[src/rtl/cordic_add_subt_unit.sv]
// -----------------------------------------------------------------------------
// cordic_add_subt_unit
//
// Responder end of the beg/ready/ack add-subtract handshake used by the CORDIC
// controller. On a start request in IDLE it captures two W-bit two's-complement
// operands and the operation select, spends a fixed number of CALC cycles, then
// presents a registered result (X+Y or X-Y) with ready_add_subt held high until
// the requester acknowledges it.
//
// Handshake: beg_add_subt is sampled only in IDLE, ack_add_subt only in DONE.
// A beg seen in CALC/DONE is dropped (never queued); an ack outside DONE is
// dropped. If beg and ack are both high in DONE, ack wins and beg must still be
// high on a later IDLE edge to start a new operation.
//
// Parameters:
//   W        operand/result width, 8..64
//   LATENCY  number of CALC cycles, 1..15; ready rises LATENCY+1 edges after
//            the edge that samples beg_add_subt
//
// Optional feature (macro ADD_SUBT_SATURATE_EN):
//   defined   -> Data_Result saturates to the most positive/negative value on
//                signed overflow
//   undefined -> Data_Result is the wrapped low W bits
//   overflow_flag is identical in both builds.
//
// Ports:
//   clk             in   rising-edge clock
//   reset           in   asynchronous active-low reset
//   beg_add_subt    in   start request
//   ack_add_subt    in   result-consumed acknowledge
//   add_subt        in   0 = X+Y, 1 = X-Y (captured with operands)
//   Data_X, Data_Y  in   W-bit operands
//   ready_add_subt  out  result valid, held until ack
//   busy            out  high in CALC and DONE
//   Data_Result     out  registered W-bit result
//   overflow_flag   out  signed overflow of the last operation
//   state_o         out  current FSM state (debug observation)
// -----------------------------------------------------------------------------
module cordic_add_subt_unit #(
  parameter int W       = 32,
  parameter int LATENCY = 4
) (
  input  logic         clk,
  input  logic         reset,
  input  logic         beg_add_subt,
  input  logic         ack_add_subt,
  input  logic         add_subt,
  input  logic [W-1:0] Data_X,
  input  logic [W-1:0] Data_Y,
  output logic         ready_add_subt,
  output logic         busy,
  output logic [W-1:0] Data_Result,
  output logic         overflow_flag,
  output logic [1:0]   state_o
);

  localparam logic [1:0] ST_IDLE = 2'd0;
  localparam logic [1:0] ST_CALC = 2'd1;
  localparam logic [1:0] ST_DONE = 2'd2;

  // The counter is loaded with LATENCY on capture and the result is written on
  // the CALC edge that finds it at zero: LATENCY counting edges plus the write
  // edge give ready exactly LATENCY+1 edges after the capture edge.
  localparam logic [3:0] CNT_LOAD = 4'(LATENCY);

  logic [1:0]   state_q,  state_d;
  logic [3:0]   cnt_q,    cnt_d;
  logic [W-1:0] x_q,      x_d;
  logic [W-1:0] y_q,      y_d;
  logic         sub_q,    sub_d;
  logic         ready_q,  ready_d;
  logic         busy_q,   busy_d;
  logic [W-1:0] result_q, result_d;
  logic         ovf_q,    ovf_d;

  // Arithmetic on the captured operands, one bit wider than the operands so
  // that negating the most negative Y is exact.
  logic [W:0]   x_ext;
  logic [W:0]   y_ext;
  logic [W:0]   y_op;
  logic [W:0]   sum;
  logic         sum_ovf;
  logic [W-1:0] sum_res;

  always_comb begin
    x_ext   = {x_q[W-1], x_q};
    y_ext   = {y_q[W-1], y_q};
    y_op    = sub_q ? (~y_ext + (W+1)'(1)) : y_ext;
    sum     = x_ext + y_op;
    sum_ovf = sum[W] ^ sum[W-1];
`ifdef ADD_SUBT_SATURATE_EN
    if (sum_ovf) begin
      // Sign of the wide sum tells the true direction of the overflow.
      sum_res = sum[W] ? {1'b1, {(W-1){1'b0}}} : {1'b0, {(W-1){1'b1}}};
    end else begin
      sum_res = sum[W-1:0];
    end
`else
    sum_res = sum[W-1:0];
`endif
  end

  always_comb begin
    state_d  = state_q;
    cnt_d    = cnt_q;
    x_d      = x_q;
    y_d      = y_q;
    sub_d    = sub_q;
    ready_d  = ready_q;
    busy_d   = busy_q;
    result_d = result_q;
    ovf_d    = ovf_q;

    case (state_q)
      ST_IDLE: begin
        if (beg_add_subt) begin
          x_d     = Data_X;
          y_d     = Data_Y;
          sub_d   = add_subt;
          cnt_d   = CNT_LOAD;
          busy_d  = 1'b1;
          state_d = ST_CALC;
        end
      end
      ST_CALC: begin
        if (cnt_q == 4'd0) begin
          result_d = sum_res;
          ovf_d    = sum_ovf;
          ready_d  = 1'b1;
          state_d  = ST_DONE;
        end else begin
          cnt_d = cnt_q - 4'd1;
        end
      end
      ST_DONE: begin
        // Result and flag are left untouched so they stay readable after ack.
        if (ack_add_subt) begin
          ready_d = 1'b0;
          busy_d  = 1'b0;
          state_d = ST_IDLE;
        end
      end
      default: begin
        ready_d = 1'b0;
        busy_d  = 1'b0;
        state_d = ST_IDLE;
      end
    endcase
  end

  always_ff @(posedge clk or negedge reset) begin
    if (!reset) begin
      state_q  <= ST_IDLE;
      cnt_q    <= 4'd0;
      x_q      <= '0;
      y_q      <= '0;
      sub_q    <= 1'b0;
      ready_q  <= 1'b0;
      busy_q   <= 1'b0;
      result_q <= '0;
      ovf_q    <= 1'b0;
    end else begin
      state_q  <= state_d;
      cnt_q    <= cnt_d;
      x_q      <= x_d;
      y_q      <= y_d;
      sub_q    <= sub_d;
      ready_q  <= ready_d;
      busy_q   <= busy_d;
      result_q <= result_d;
      ovf_q    <= ovf_d;
    end
  end

  assign ready_add_subt = ready_q;
  assign busy           = busy_q;
  assign Data_Result    = result_q;
  assign overflow_flag  = ovf_q;
  assign state_o        = state_q;

endmodule

[config.mk]
export PLATFORM = sky130hd
export DESIGN_NAME = cordic_add_subt_unit
export DESIGN_NICKNAME = d
export VERILOG_FILES = /design/src/rtl/cordic_add_subt_unit.sv
export SDC_FILE = /design/constraint.sdc
export NUM_CORES = 1
export LEC_CHECK = 0
export BUFFER_PORTS_ARGS = -buffer_cell sky130_fd_sc_hd__buf_2
export CORE_MARGIN = 1
export CORE_UTILIZATION = 50
export CTS_BUF_LIST = sky130_fd_sc_hd__clkbuf_8
export DETAILED_ROUTE_END_ITERATION = 6
export GPL_TIMING_DRIVEN = 0
export HOLD_SLACK_MARGIN = 0.03
export MAX_ROUTING_LAYER = met4
export PLACE_DENSITY = 0.72
export SYNTH_ARGS = -nofsm -noshare
export SYNTH_HDL_FRONTEND = slang
export SYNTH_SLANG_ARGS = --single-unit
[constraint.sdc]
create_clock -name clk -period 5.95 [get_ports clk]
set_clock_uncertainty 0.1 [all_clocks]
set_input_delay 0.595 -clock clk [delete_from_list [all_inputs] [get_ports clk]]
set_output_delay 0.595 -clock clk [all_outputs]
set_load 0.03 [all_outputs]
Word-level counts from Yosys, hierarchy flattened
Index checks and enable logic that the tools add are counted.
{"block": "totals", "word_cells": 44, "regBits": 106, "output_inout_bits": 37}
{"block": "op_classes", "n_eq_ne": 6, "reduce_logical": 9, "bitwise_logic": 4, "add_sub_neg": 3, "n_mux": 13}
{"cell": "adder 33 x 1 -> 33 bit, second input constant", "count": 1}
{"cell": "adder 33 bit", "count": 1}
{"cell": "2-to-1 mux 33 bit", "count": 1}
{"cell": "inverter 33 bit", "count": 1}
{"cell": "AND reduction 3 bit", "count": 4}
{"cell": "2-to-1 mux 4 bit", "count": 2}
{"cell": "!= test 2 bit, second input constant", "count": 4}
{"cell": "one-hot mux 4 bit (2 select lines)", "count": 1}
{"cell": "2-to-1 mux 2 bit", "count": 3}
{"cell": "one-hot mux 1 bit (3 select lines)", "count": 2}
{"cell": "one-hot mux 2 bit (3 select lines)", "count": 1}
{"cell": "zero test 4 bit", "count": 1}
{"cell": "AND reduction 2 bit", "count": 2}
{"cell": "subtractor 4 x 1 -> 4 bit, second input constant", "count": 1}
{"cell": "2-to-1 mux 1 bit", "count": 3}
{"cell": "equality test 2 x 1 -> 1 bit, second input constant", "count": 1}
{"cell": "equality test 2 bit, second input constant", "count": 1}
{"cell": "zero test 2 bit", "count": 1}
{"cell": "inverter 1 bit", "count": 2}
{"cell": "nonzero test 2 bit", "count": 1}
{"cell": "bitwise XOR 1 bit", "count": 1}

Longest topological paths before layout
Gate-level depths: netlist of the first run.
{"block": "depth", "depth_word": 5, "mapped_depth": 18}

Worst setup path after synthesis of the first run
No wires, ideal clock.
{"block": "synth_path", "path_kind": "register -> register", "startpoint": "register y_q[5]", "endpoint": "register ovf_q (netlist: overflow_flag)", "period_less_slack_ps": 4418, "arrival_time_ps": 4189, "path_stages_with_launch": 19, "setup_slack_ps": 1532, "cell_sequence": "dfrtp_1 > or4_4 > or3_1 > or3_1 > nor2_1 > nand2_1 > or3_4 > o31ai_4 > xnor2_1 > ha_1 > nand4_1 > nor2_1 > nand3_1 > a2111oi_0 > nor2_1 > o21ai_0 > xnor2_1 > xnor2_1 > o21ai_1"}
{"block": "synth_via", "elab_chain_len": 5}
{"element": "start: declaration", "line": "69", "rtl": "logic [W-1:0] y_q, y_d;"}
{"element": "start signal: assignment", "line": "166", "rtl": "y_q <= y_d;"}
{"element": "inverter 33 bit", "line": "88", "rtl": "y_op = sub_q ? (~y_ext + (W+1)'(1)) : y_ext;"}
{"element": "adder 33 x 1 -> 33 bit", "line": "88"}
{"element": "2-to-1 mux 33 bit *", "line": "88"}
{"element": "adder 33 bit *", "line": "89", "rtl": "sum = x_ext + y_op;"}
{"element": "bitwise XOR 1 bit *", "line": "90", "rtl": "sum_ovf = sum[W] ^ sum[W-1];"}
{"element": "end signal: assignment", "line": "171", "rtl": "ovf_q <= ovf_d;"}
{"element": "end: declaration", "line": "74", "rtl": "logic ovf_q, ovf_d;"}
Every way passes the cells marked *; elsewhere a longest branch is shown, timed or not.
A chain may end at the register's enable or synchronous reset.

Worst setup path in the final report of the first run
Same ends and word-level chain as after synthesis.

==> results by group, run 1 <==
Floorplanning
  – Initial cell density of the core: 0.5119
  – Core area: 0.01201 mm^2
  – Width of the die: 112.9 um
  – # IOs: 106
  – Die height: 112.9 um
  – Area enclosed by the die boundary: 0.01274 mm^2
  – Standard-cell rows: 40

Layout
  – Most frequent cells in the layout: sky130_fd_sc_hd__dfrtp_1 (106), sky130_fd_sc_hd__buf_2 (105), sky130_fd_sc_hd__mux2_2 (67)
  – Diodes inserted: 0
  – Fraction of final layout cells with drive strength greater than 1: 0.2759
  – Storage element area: 0.002653 mm^2
  – Finished Layout Cells: 861
  – Final nets: 814
  – Combined area of the multi-input logic cells: 0.003359 mm^2
  – Commonest non-fill, non-tap cell in the layout: sky130_fd_sc_hd__dfrtp_1
  – Fillers: 1045
  – Syn-to-layout area delta: 15.20%

Clock tree
  – CTS tree: built
  – Clock root buffer master: sky130_fd_sc_hd__clkbuf_8
  – Buffers inserted by post-CTS timing repair: 0
  – Clock latency on the worst-skew pair: 0.39 ns
  – Maximum clock path buffer count: 2
  – CTS H-tree depth: 3
  – Total clock buffers created by CTS: 9
  – Number of gates resized after cts: 0
  – Clock transition at the register clock pins on the worst setup and hold paths after CTS: 0.11 ns
  – Number of buffers inserted for hold repair after clock tree synthesis: 0
  – Clock sink count: 106

Placed design
  – Routability congestion estimate from global placement: 0.8996
  – DP Cell Count: 846
  – DP Worst Slack: 0.9922 ns
  – IO Port Bufs: 105
  – Post-DP HPWL: 11.15 mm

GRT
  – Number of global-route vias before repair: 4644
  – Pin count of the biggest net entering global routing: 70
  – Antenna violations before repair: 0
  – Global Route Usage Sum: 0.2380
  – Wire length of the first global-routing pass: 23.01 mm
  – Congestion Overflow GR: 0

Detailed routing
  – Drc violations: 0
  – Drt wl/cell: 16.31 um
  – Count of routing violations after the opening detailed-route iteration: 214
  – Antenna Nets Post-Route: 0
  – DRT Pass-1 Iters: 5
  – Vias after detailed routing: 4784
  – Ratio of routed vias to standard cells: 5.556
  – Final Routed Wirelength: 14.04 mm

Worst setup path
  – Worst-case reg-to-reg path depth: 18
  – Worst setup path class: flip-flop to flip-flop
  – Element type at the critical path end: flip-flop
  – Reg2reg end: overflow_flag$_DFFE_PN0P_
  – Startpoint Class: flip-flop
  – Setup slack, reg-to-reg: 0.89 ns
  – Crit-path max FO: 6
  – Arrival time of the worst setup path: 5.21 ns
  – Required arrival time at the worst endpoint: 6.10 ns
  – RR Startpoint: y_q[5]$_DFFE_PN0P_

Synth
  – Async set-or-reset flop fraction in the synthesized netlist: 1.000
  – Synth Instances: 593
  – Number of warnings printed during yosys synthesis: 0
  – Primary FF master, synth: sky130_fd_sc_hd__dfrtp_1
  – Nets in the synthesized netlist: 697
  – Area of the mapped netlist: 0.006148 mm^2
  – Fraction of the yosys area taken by sequential cells: 0.4314
  – Netlist cell types: 50
  – Number of synthesized flops with an enable pin: 0
  – Mean cell area of the mapped netlist: 10.37 um^2
  – Cell types with the largest area share after synthesis: sky130_fd_sc_hd__dfrtp_1 (43%), sky130_fd_sc_hd__mux2_2 (12%), sky130_fd_sc_hd__xnor2_1 (7.1%)
  – Fraction of synthesized cell area taken by the top area cell type: 0.4314
  – Most area-hungry cell type in the Yosys netlist: sky130_fd_sc_hd__dfrtp_1
  – Number of register bits inferred by synthesis: 106

STA
  – Achievable Freq: 197.8 MHz
  – Worst relative slew slack: 0.4912
  – Post-route setup slack: 0.8942 ns
  – Aggregate negative setup slack: 0 ns
  – Setup violators final: 0
  – Max-slew violation total from the final report: 0
  – Final Cycle Share: 0.8497
  – RSZ-0062 raised after global routing: no
  – Final hold violation count: 0
  – Worst Tran Pin Value: 0.7608 ns
  – Final Critical Period: 5.056 ns

Hold path
  – Hold WC Path Type: input port to asynchronous set/reset pin

Outcome
  – Outcome: complete, no violations

Flow run
  – Number of max-capacitance violations reported: 0
[worst max-delay path, stage by stage, from the launching register on]
cell                        delay, ns
sky130_fd_sc_hd__dfrtp_1         0.44
sky130_fd_sc_hd__or4_4           0.55
sky130_fd_sc_hd__or3_1           0.39
sky130_fd_sc_hd__or3_1           0.41
sky130_fd_sc_hd__nor2_1          0.12
sky130_fd_sc_hd__nand2_1         0.09
sky130_fd_sc_hd__or3_4           0.38
sky130_fd_sc_hd__o31ai_4         0.18
sky130_fd_sc_hd__xnor2_1         0.11
sky130_fd_sc_hd__ha_1            0.44
sky130_fd_sc_hd__nand4_1         0.15
sky130_fd_sc_hd__nor2_1          0.21
sky130_fd_sc_hd__nand3_1         0.13
sky130_fd_sc_hd__a2111oi_0       0.38
sky130_fd_sc_hd__nor2_1          0.15
sky130_fd_sc_hd__o21ai_0         0.24
sky130_fd_sc_hd__xnor2_1         0.21
sky130_fd_sc_hd__xnor2_1         0.16
sky130_fd_sc_hd__o21ai_1         0.07
[how the worst max path moves through the flow]
stage                                        to                from
global placement      overflow_flag$_DFFE_PN0P_  y_q[5]$_DFFE_PN0P_
detailed placement    overflow_flag$_DFFE_PN0P_  y_q[5]$_DFFE_PN0P_
finish                overflow_flag$_DFFE_PN0P_  y_q[5]$_DFFE_PN0P_
global route        Data_Result[29]$_DFFE_PN0P_  y_q[9]$_DFFE_PN0P_
floorplan             overflow_flag$_DFFE_PN0P_  y_q[5]$_DFFE_PN0P_
CTS                   overflow_flag$_DFFE_PN0P_  y_q[5]$_DFFE_PN0P_
[sequential cells by signal, indices dropped and copies added (netlist names)]
register,flops
overflow_flag,1
busy,1
sub_q,1
y_q,32
Data_Result,32
cnt_q,4
x_q,32
ready_add_subt,1
state_o,2
[cell type report]
type	instances	share of cell area
clock inverters	6	0.01007
plain buffers	20	0.01078
clock buffers	9	0.01749
multi-input cells	451	0.4743
flip-flops and latches	106	0.3745
repair buffers	106	0.07843
inverters	16	0.008479
well taps	147	0.02597
[stage by stage]
step	instance area (um^2)	util	hold WS, ns
6_report	7083	0.5897	0.07794
5_1_grt	7083	0.5897	0.1205
4_1_cts	7083	0.5897	0.07691
3_5_place_dp	6888	0.5734	0.3716
3_3_place_gp	6858	0.5709	0.3587
2_1_floorplan	6148	-	0.1994
[cell usage after synthesis, types with 2 or more instances]
cell / instances
sky130_fd_sc_hd__a2111oi_0: 2
sky130_fd_sc_hd__a211oi_1: 4
sky130_fd_sc_hd__a21o_1: 18
sky130_fd_sc_hd__a21oi_1: 33
sky130_fd_sc_hd__a31oi_1: 4
sky130_fd_sc_hd__buf_1: 7
sky130_fd_sc_hd__clkbuf_1: 12
sky130_fd_sc_hd__dfrtp_1: 106
sky130_fd_sc_hd__ha_1: 34
sky130_fd_sc_hd__inv_1: 16
sky130_fd_sc_hd__mux2_2: 67
sky130_fd_sc_hd__mux2i_1: 2
sky130_fd_sc_hd__nand2_1: 63
sky130_fd_sc_hd__nand2b_1: 7
sky130_fd_sc_hd__nand3_1: 5
sky130_fd_sc_hd__nand4_1: 5
sky130_fd_sc_hd__nor2_1: 16
sky130_fd_sc_hd__nor2b_1: 3
sky130_fd_sc_hd__nor3_1: 4
sky130_fd_sc_hd__nor3b_1: 2
sky130_fd_sc_hd__nor4_1: 2
sky130_fd_sc_hd__o211ai_1: 4
sky130_fd_sc_hd__o21ai_0: 57
sky130_fd_sc_hd__o21ai_1: 5
sky130_fd_sc_hd__o21bai_1: 4
sky130_fd_sc_hd__o31ai_1: 11
sky130_fd_sc_hd__o41ai_1: 6
sky130_fd_sc_hd__or2_2: 2
sky130_fd_sc_hd__or3_1: 7
sky130_fd_sc_hd__or3_4: 2
sky130_fd_sc_hd__or4_1: 4
sky130_fd_sc_hd__or4_4: 2
sky130_fd_sc_hd__xnor2_1: 50
sky130_fd_sc_hd__xor2_1: 11
[metal layers]
metal / global-route usage / vias to the layer above / routed length, um
li1: - / 2375 / -
met1: 0.3283 / 2277 / 6967
met4: 0.09474 / 0 / 342
met2: 0.3593 / 111 / 6245
met5: - / - / 0
met3: 0.02946 / 21 / 486
[kinds of logic (layout without fill, tap and decap cells)]
logic type / count (synthesis) / in the layout / synth area share
flops: 106 / 106 / 0.4314
fa+ha+maj: 35 / 35 / 0.07245
mux: 69 / 69 / 0.1260
xor+xnor: 62 / 62 / 0.08954
simple gates: 129 / 129 / 0.1028
buf+inv: 36 / 157 / 0.02218
compound gates: 156 / 156 / 0.1557
Power of run 1 is left out: the tool's default activity adds up to more than one toggle a clock period on the data nets, which glitch-free logic cannot reach.
==> run 2: changes to the inputs <==
ABC_AREA = 1   (was not set)
PLACE_DENSITY = 0.74   (was 0.72)
clock period = 4.55 ns   (was 5.95 ns; I/O delays follow)
==> run 2 against run 1 <==
Worst setup slack better by 0.27 ns. Sequential cell count stayed put. Non-clock buffer count is 4 higher. Register-to-register slack better by 0.27 ns. Largest cell class unchanged.
==> results by group, run 2 <==
Outcome
  – Outcome: complete, no violations (unchanged)

Hold path
  – Hold WC Path Type: input port to flip-flop (was input port to asynchronous set/reset pin)
  – Hold worst-path end: y_q[22]$_DFFE_PN0P_
  – Hold path start: Data_Y[22]
  – Cell count of the worst hold path: 3

Clock tree
  – Clock latency on the worst-skew pair: 0.39 ns (about the same)
  – Maximum clock path buffer count: 2 (unchanged)
  – Clock transition at the register clock pins on the worst setup and hold paths after CTS: 0.10 ns (was 0.11 ns)
  – Total clock buffers created by CTS: 9 (unchanged)
  – CTS tree: built (unchanged)
  – Clock root buffer master: sky130_fd_sc_hd__clkbuf_8 (unchanged)
  – Clock sink count: 106 (unchanged)
  – Number of gates resized after cts: 0 (unchanged)
  – CTS H-tree depth: 3 (unchanged)

Layout
  – Fraction of final layout cells with drive strength greater than 1: 0.1448 (was 0.2759)
  – Commonest non-fill, non-tap cell in the layout: sky130_fd_sc_hd__nand2_1 (was sky130_fd_sc_hd__dfrtp_1)
  – Diodes inserted: 0 (unchanged)
  – Final nets: 1211 (was 814)
  – Syn-to-layout area delta: 14.55% (was 15.20%)
  – Most frequent cells in the layout: sky130_fd_sc_hd__nand2_1 (427), sky130_fd_sc_hd__buf_2 (108), sky130_fd_sc_hd__dfrtp_1 (106) (was sky130_fd_sc_hd__dfrtp_1 (106), sky130_fd_sc_hd__buf_2 (105), sky130_fd_sc_hd__mux2_2 (67))

STA
  – Max-slew violation total from the final report: 0 (unchanged)
  – Final Cycle Share: 0.7440 (was 0.8497)
  – Setup violators final: 0 (unchanged)
  – Final hold violation count: 0 (unchanged)
  – RSZ-0062 raised after global routing: no (unchanged)
  – Aggregate negative setup slack: 0 ns (unchanged)
  – Final Critical Period: 3.385 ns (was 5.056 ns)
  – Achievable Freq: 295.4 MHz (was 197.8 MHz)
  – Worst Tran Pin Value: 0.5769 ns (was 0.7608 ns)
  – Worst relative slew slack: 0.6154 (was 0.4912)

Detailed routing
  – Vias after detailed routing: 6325 (was 4784)
  – Final Routed Wirelength: 16.63 mm (was 14.04 mm)
  – Drc violations: 0 (unchanged)
  – Antenna Nets Post-Route: 0 (unchanged)
  – Ratio of routed vias to standard cells: 4.911 (was 5.556)
  – Count of routing violations after the opening detailed-route iteration: 268 (was 214)
  – Drt wl/cell: 12.91 um (was 16.31 um)
  – DRT Pass-1 Iters: 4 (was 5)

Synth
  – Number of warnings printed during yosys synthesis: 0 (unchanged)
  – Most area-hungry cell type in the Yosys netlist: sky130_fd_sc_hd__dfrtp_1 (unchanged)
  – Post-synthesis mux area share: 0 (was 0.1260)
  – Combinational family with the most area after synthesis: simple AND/OR/NAND/NOR gates (was compound AO/OA/AOI/OAI gates)
  – Number of synthesized flops with an enable pin: 0 (unchanged)
  – Area fraction in compound gates after synthesis: 0.08164 (was 0.1557)
  – Fraction of synthesized cell area taken by the top area cell type: 0.3838 (was 0.4314)
  – Arithmetic-cell share of the synthesized area counting full adders, half adders and majority gates: 0.06445 (was 0.07245)
  – Nets in the synthesized netlist: 1093 (was 697)
  – Synth Instances: 989 (was 593)
  – Fraction of the yosys area taken by sequential cells: 0.3838 (was 0.4314)
  – Synth top cells by count: sky130_fd_sc_hd__nand2_1 (427), sky130_fd_sc_hd__dfrtp_1 (106), sky130_fd_sc_hd__inv_1 (85), sky130_fd_sc_hd__nor2_1 (74), sky130_fd_sc_hd__nand3_1 (36) (was sky130_fd_sc_hd__dfrtp_1 (106), sky130_fd_sc_hd__mux2_2 (67), sky130_fd_sc_hd__nand2_1 (63), sky130_fd_sc_hd__o21ai_0 (57), sky130_fd_sc_hd__xnor2_1 (50))
  – Mean cell area of the mapped netlist: 6.989 um^2 (was 10.37 um^2)
  – Synthesized-area fraction occupied by and/or/nand/nor cells: 0.3447 (was 0.1028)
  – Number of register bits inferred by synthesis: 106 (unchanged)
  – Cell types with the largest area share after synthesis: sky130_fd_sc_hd__dfrtp_1 (38%), sky130_fd_sc_hd__nand2_1 (23%), sky130_fd_sc_hd__ha_1 (6.2%) (was sky130_fd_sc_hd__dfrtp_1 (43%), sky130_fd_sc_hd__mux2_2 (12%), sky130_fd_sc_hd__xnor2_1 (7.1%))
  – Post-synthesis xor/xnor area fraction: 0.06083 (was 0.08954)
  – Primary FF master, synth: sky130_fd_sc_hd__dfrtp_1 (unchanged)
  – Area of the mapped netlist: 0.006912 mm^2 (was 0.006148 mm^2)
  – Cell with the most instances after synthesis: sky130_fd_sc_hd__nand2_1 (was sky130_fd_sc_hd__dfrtp_1)
  – Netlist cell types: 37 (was 50)
  – Async set-or-reset flop fraction in the synthesized netlist: 1.000 (unchanged)

Worst setup path
  – Worst-case reg-to-reg path depth: 21 (was 18)
  – Startpoint Class: flip-flop (unchanged)
  – RR Startpoint: y_q[0]$_DFFE_PN0P_ (was y_q[5]$_DFFE_PN0P_)
  – Element type at the critical path end: flip-flop (unchanged)
  – Worst setup path class: flip-flop to flip-flop (unchanged)
  – Required arrival time at the worst endpoint: 4.78 ns (was 6.10 ns)
  – Reg2reg end: overflow_flag$_DFFE_PN0P_ (unchanged)
  – Arrival time of the worst setup path: 3.61 ns (was 5.21 ns)
  – Crit-path max FO: 5 (was 6)
  – Setup slack, reg-to-reg: 1.16 ns (was 0.89 ns)

Floorplanning
  – Core area: 0.01335 mm^2 (was 0.01201 mm^2)
  – # IOs: 106 (unchanged)
  – Standard-cell rows: 42 (was 40)
  – Area enclosed by the die boundary: 0.01430 mm^2 (was 0.01274 mm^2)
  – Die height: 119.6 um (was 112.9 um)
  – Initial cell density of the core: 0.5178 (was 0.5119)
  – Width of the die: 119.6 um (was 112.9 um)

Placed design
  – Routability congestion estimate from global placement: 0.9115 (was 0.8996)
  – Post-DP HPWL: 13.47 mm (was 11.15 mm)
  – IO Port Bufs: 105 (unchanged)

GRT
  – Congestion Overflow GR: 0 (unchanged)
  – Pin count of the biggest net entering global routing: 71 (was 70)
  – Global Route Usage Sum: 0.2558 (was 0.2380)
  – Antenna violations before repair: 0 (unchanged)
  – Number of global-route vias before repair: 5818 (was 4644)
  – Wire length of the first global-routing pass: 27.72 mm (was 23.01 mm)

Flow run
  – Number of max-capacitance violations reported: 0 (unchanged)
## run 2: worst max-delay path by stage
stage / startpoint / end / slack, ns / cells after the start
after floorplan: y_q[0]$_DFFE_PN0P_ / overflow_flag$_DFFE_PN0P_ / 1.75 / 20
after global placement: y_q[0]$_DFFE_PN0P_ / overflow_flag$_DFFE_PN0P_ / 1.25 / 20
after detailed placement: y_q[0]$_DFFE_PN0P_ / overflow_flag$_DFFE_PN0P_ / 1.22 / 21
after CTS: y_q[0]$_DFFE_PN0P_ / overflow_flag$_DFFE_PN0P_ / 1.17 / 21
after global routing: y_q[0]$_DFFE_PN0P_ / overflow_flag$_DFFE_PN0P_ / 0.75 / 21
final: y_q[0]$_DFFE_PN0P_ / overflow_flag$_DFFE_PN0P_ / 1.16 / 21
## run 2: per-stage QoR
step / setup slack, ns / hold slack (ns) / util / instances / cell area (um^2)
4_1_cts: 1.173 / 0.1329 / 0.5932 / 1288 / 7918
5_1_grt: 0.7513 / 0.1477 / 0.5932 / 1288 / 7918
2_1_floorplan: 1.750 / 0.05941 / - / 989 / 6912
3_5_place_dp: 1.221 / 0.3406 / 0.5759 / 1271 / 7687
6_report: 1.165 / 0.1474 / 0.5932 / 1288 / 7918
3_3_place_gp: 1.253 / 0.3529 / 0.5737 / 1270 / 7657
## run 2: cells by family after synthesis
family                   count (synthesis)
XOR/XNOR                                48
adder cells (fa/ha/maj)                 35
buffers and inverters                  113
AND/OR/NAND/NOR                        587
AO/OA/AOI/OAI                          100
flip-flops                             106
## run 2: critical path: stages, from the launching register on
cell and delay (ns):
sky130_fd_sc_hd__dfrtp_1 0.39, sky130_fd_sc_hd__inv_1 0.09, sky130_fd_sc_hd__ha_1 0.17, sky130_fd_sc_hd__nand2_1 0.09, sky130_fd_sc_hd__nor2_2 0.25, sky130_fd_sc_hd__nand2_1 0.12, sky130_fd_sc_hd__nor3_2 0.14, sky130_fd_sc_hd__nand2_1 0.10
sky130_fd_sc_hd__o21ai_1 0.16, sky130_fd_sc_hd__xnor2_1 0.15, sky130_fd_sc_hd__ha_1 0.31, sky130_fd_sc_hd__a21oi_1 0.31, sky130_fd_sc_hd__nand2_1 0.10, sky130_fd_sc_hd__nand2_1 0.06, sky130_fd_sc_hd__nand2_1 0.07, sky130_fd_sc_hd__a21oi_1 0.22
sky130_fd_sc_hd__nand2_1 0.11, sky130_fd_sc_hd__nand2_1 0.07, sky130_fd_sc_hd__nand2_1 0.07, sky130_fd_sc_hd__nand2_1 0.06, sky130_fd_sc_hd__nand3_1 0.08, sky130_fd_sc_hd__nand2_1 0.07
## run 2: layout make-up
class,instances,area (um^2)
buffer,23,106.4
clock buffer,10,137.6
clock inverter,6,82.58
fill,1357,5430
inverter,90,340.3
multi-input combinational,770,3812
sequential,106,2653
tap,176,220.2
timing repair buffer,107,565.5
## run 2: timing repair
item,CTS,global route
hold buffers,1,0
hold endpoints to repair,36,0
setup buffers,0,0
## run 2: metal layers
layer,track usage,up-vias,routed length [um]
li1,-,3333,-
met1,0.3590,2797,8211
met2,0.3844,174,7222
met3,0.02947,21,895
met4,0.08906,0,304
met5,-,-,0
Power of run 2 is left out for the same reason.
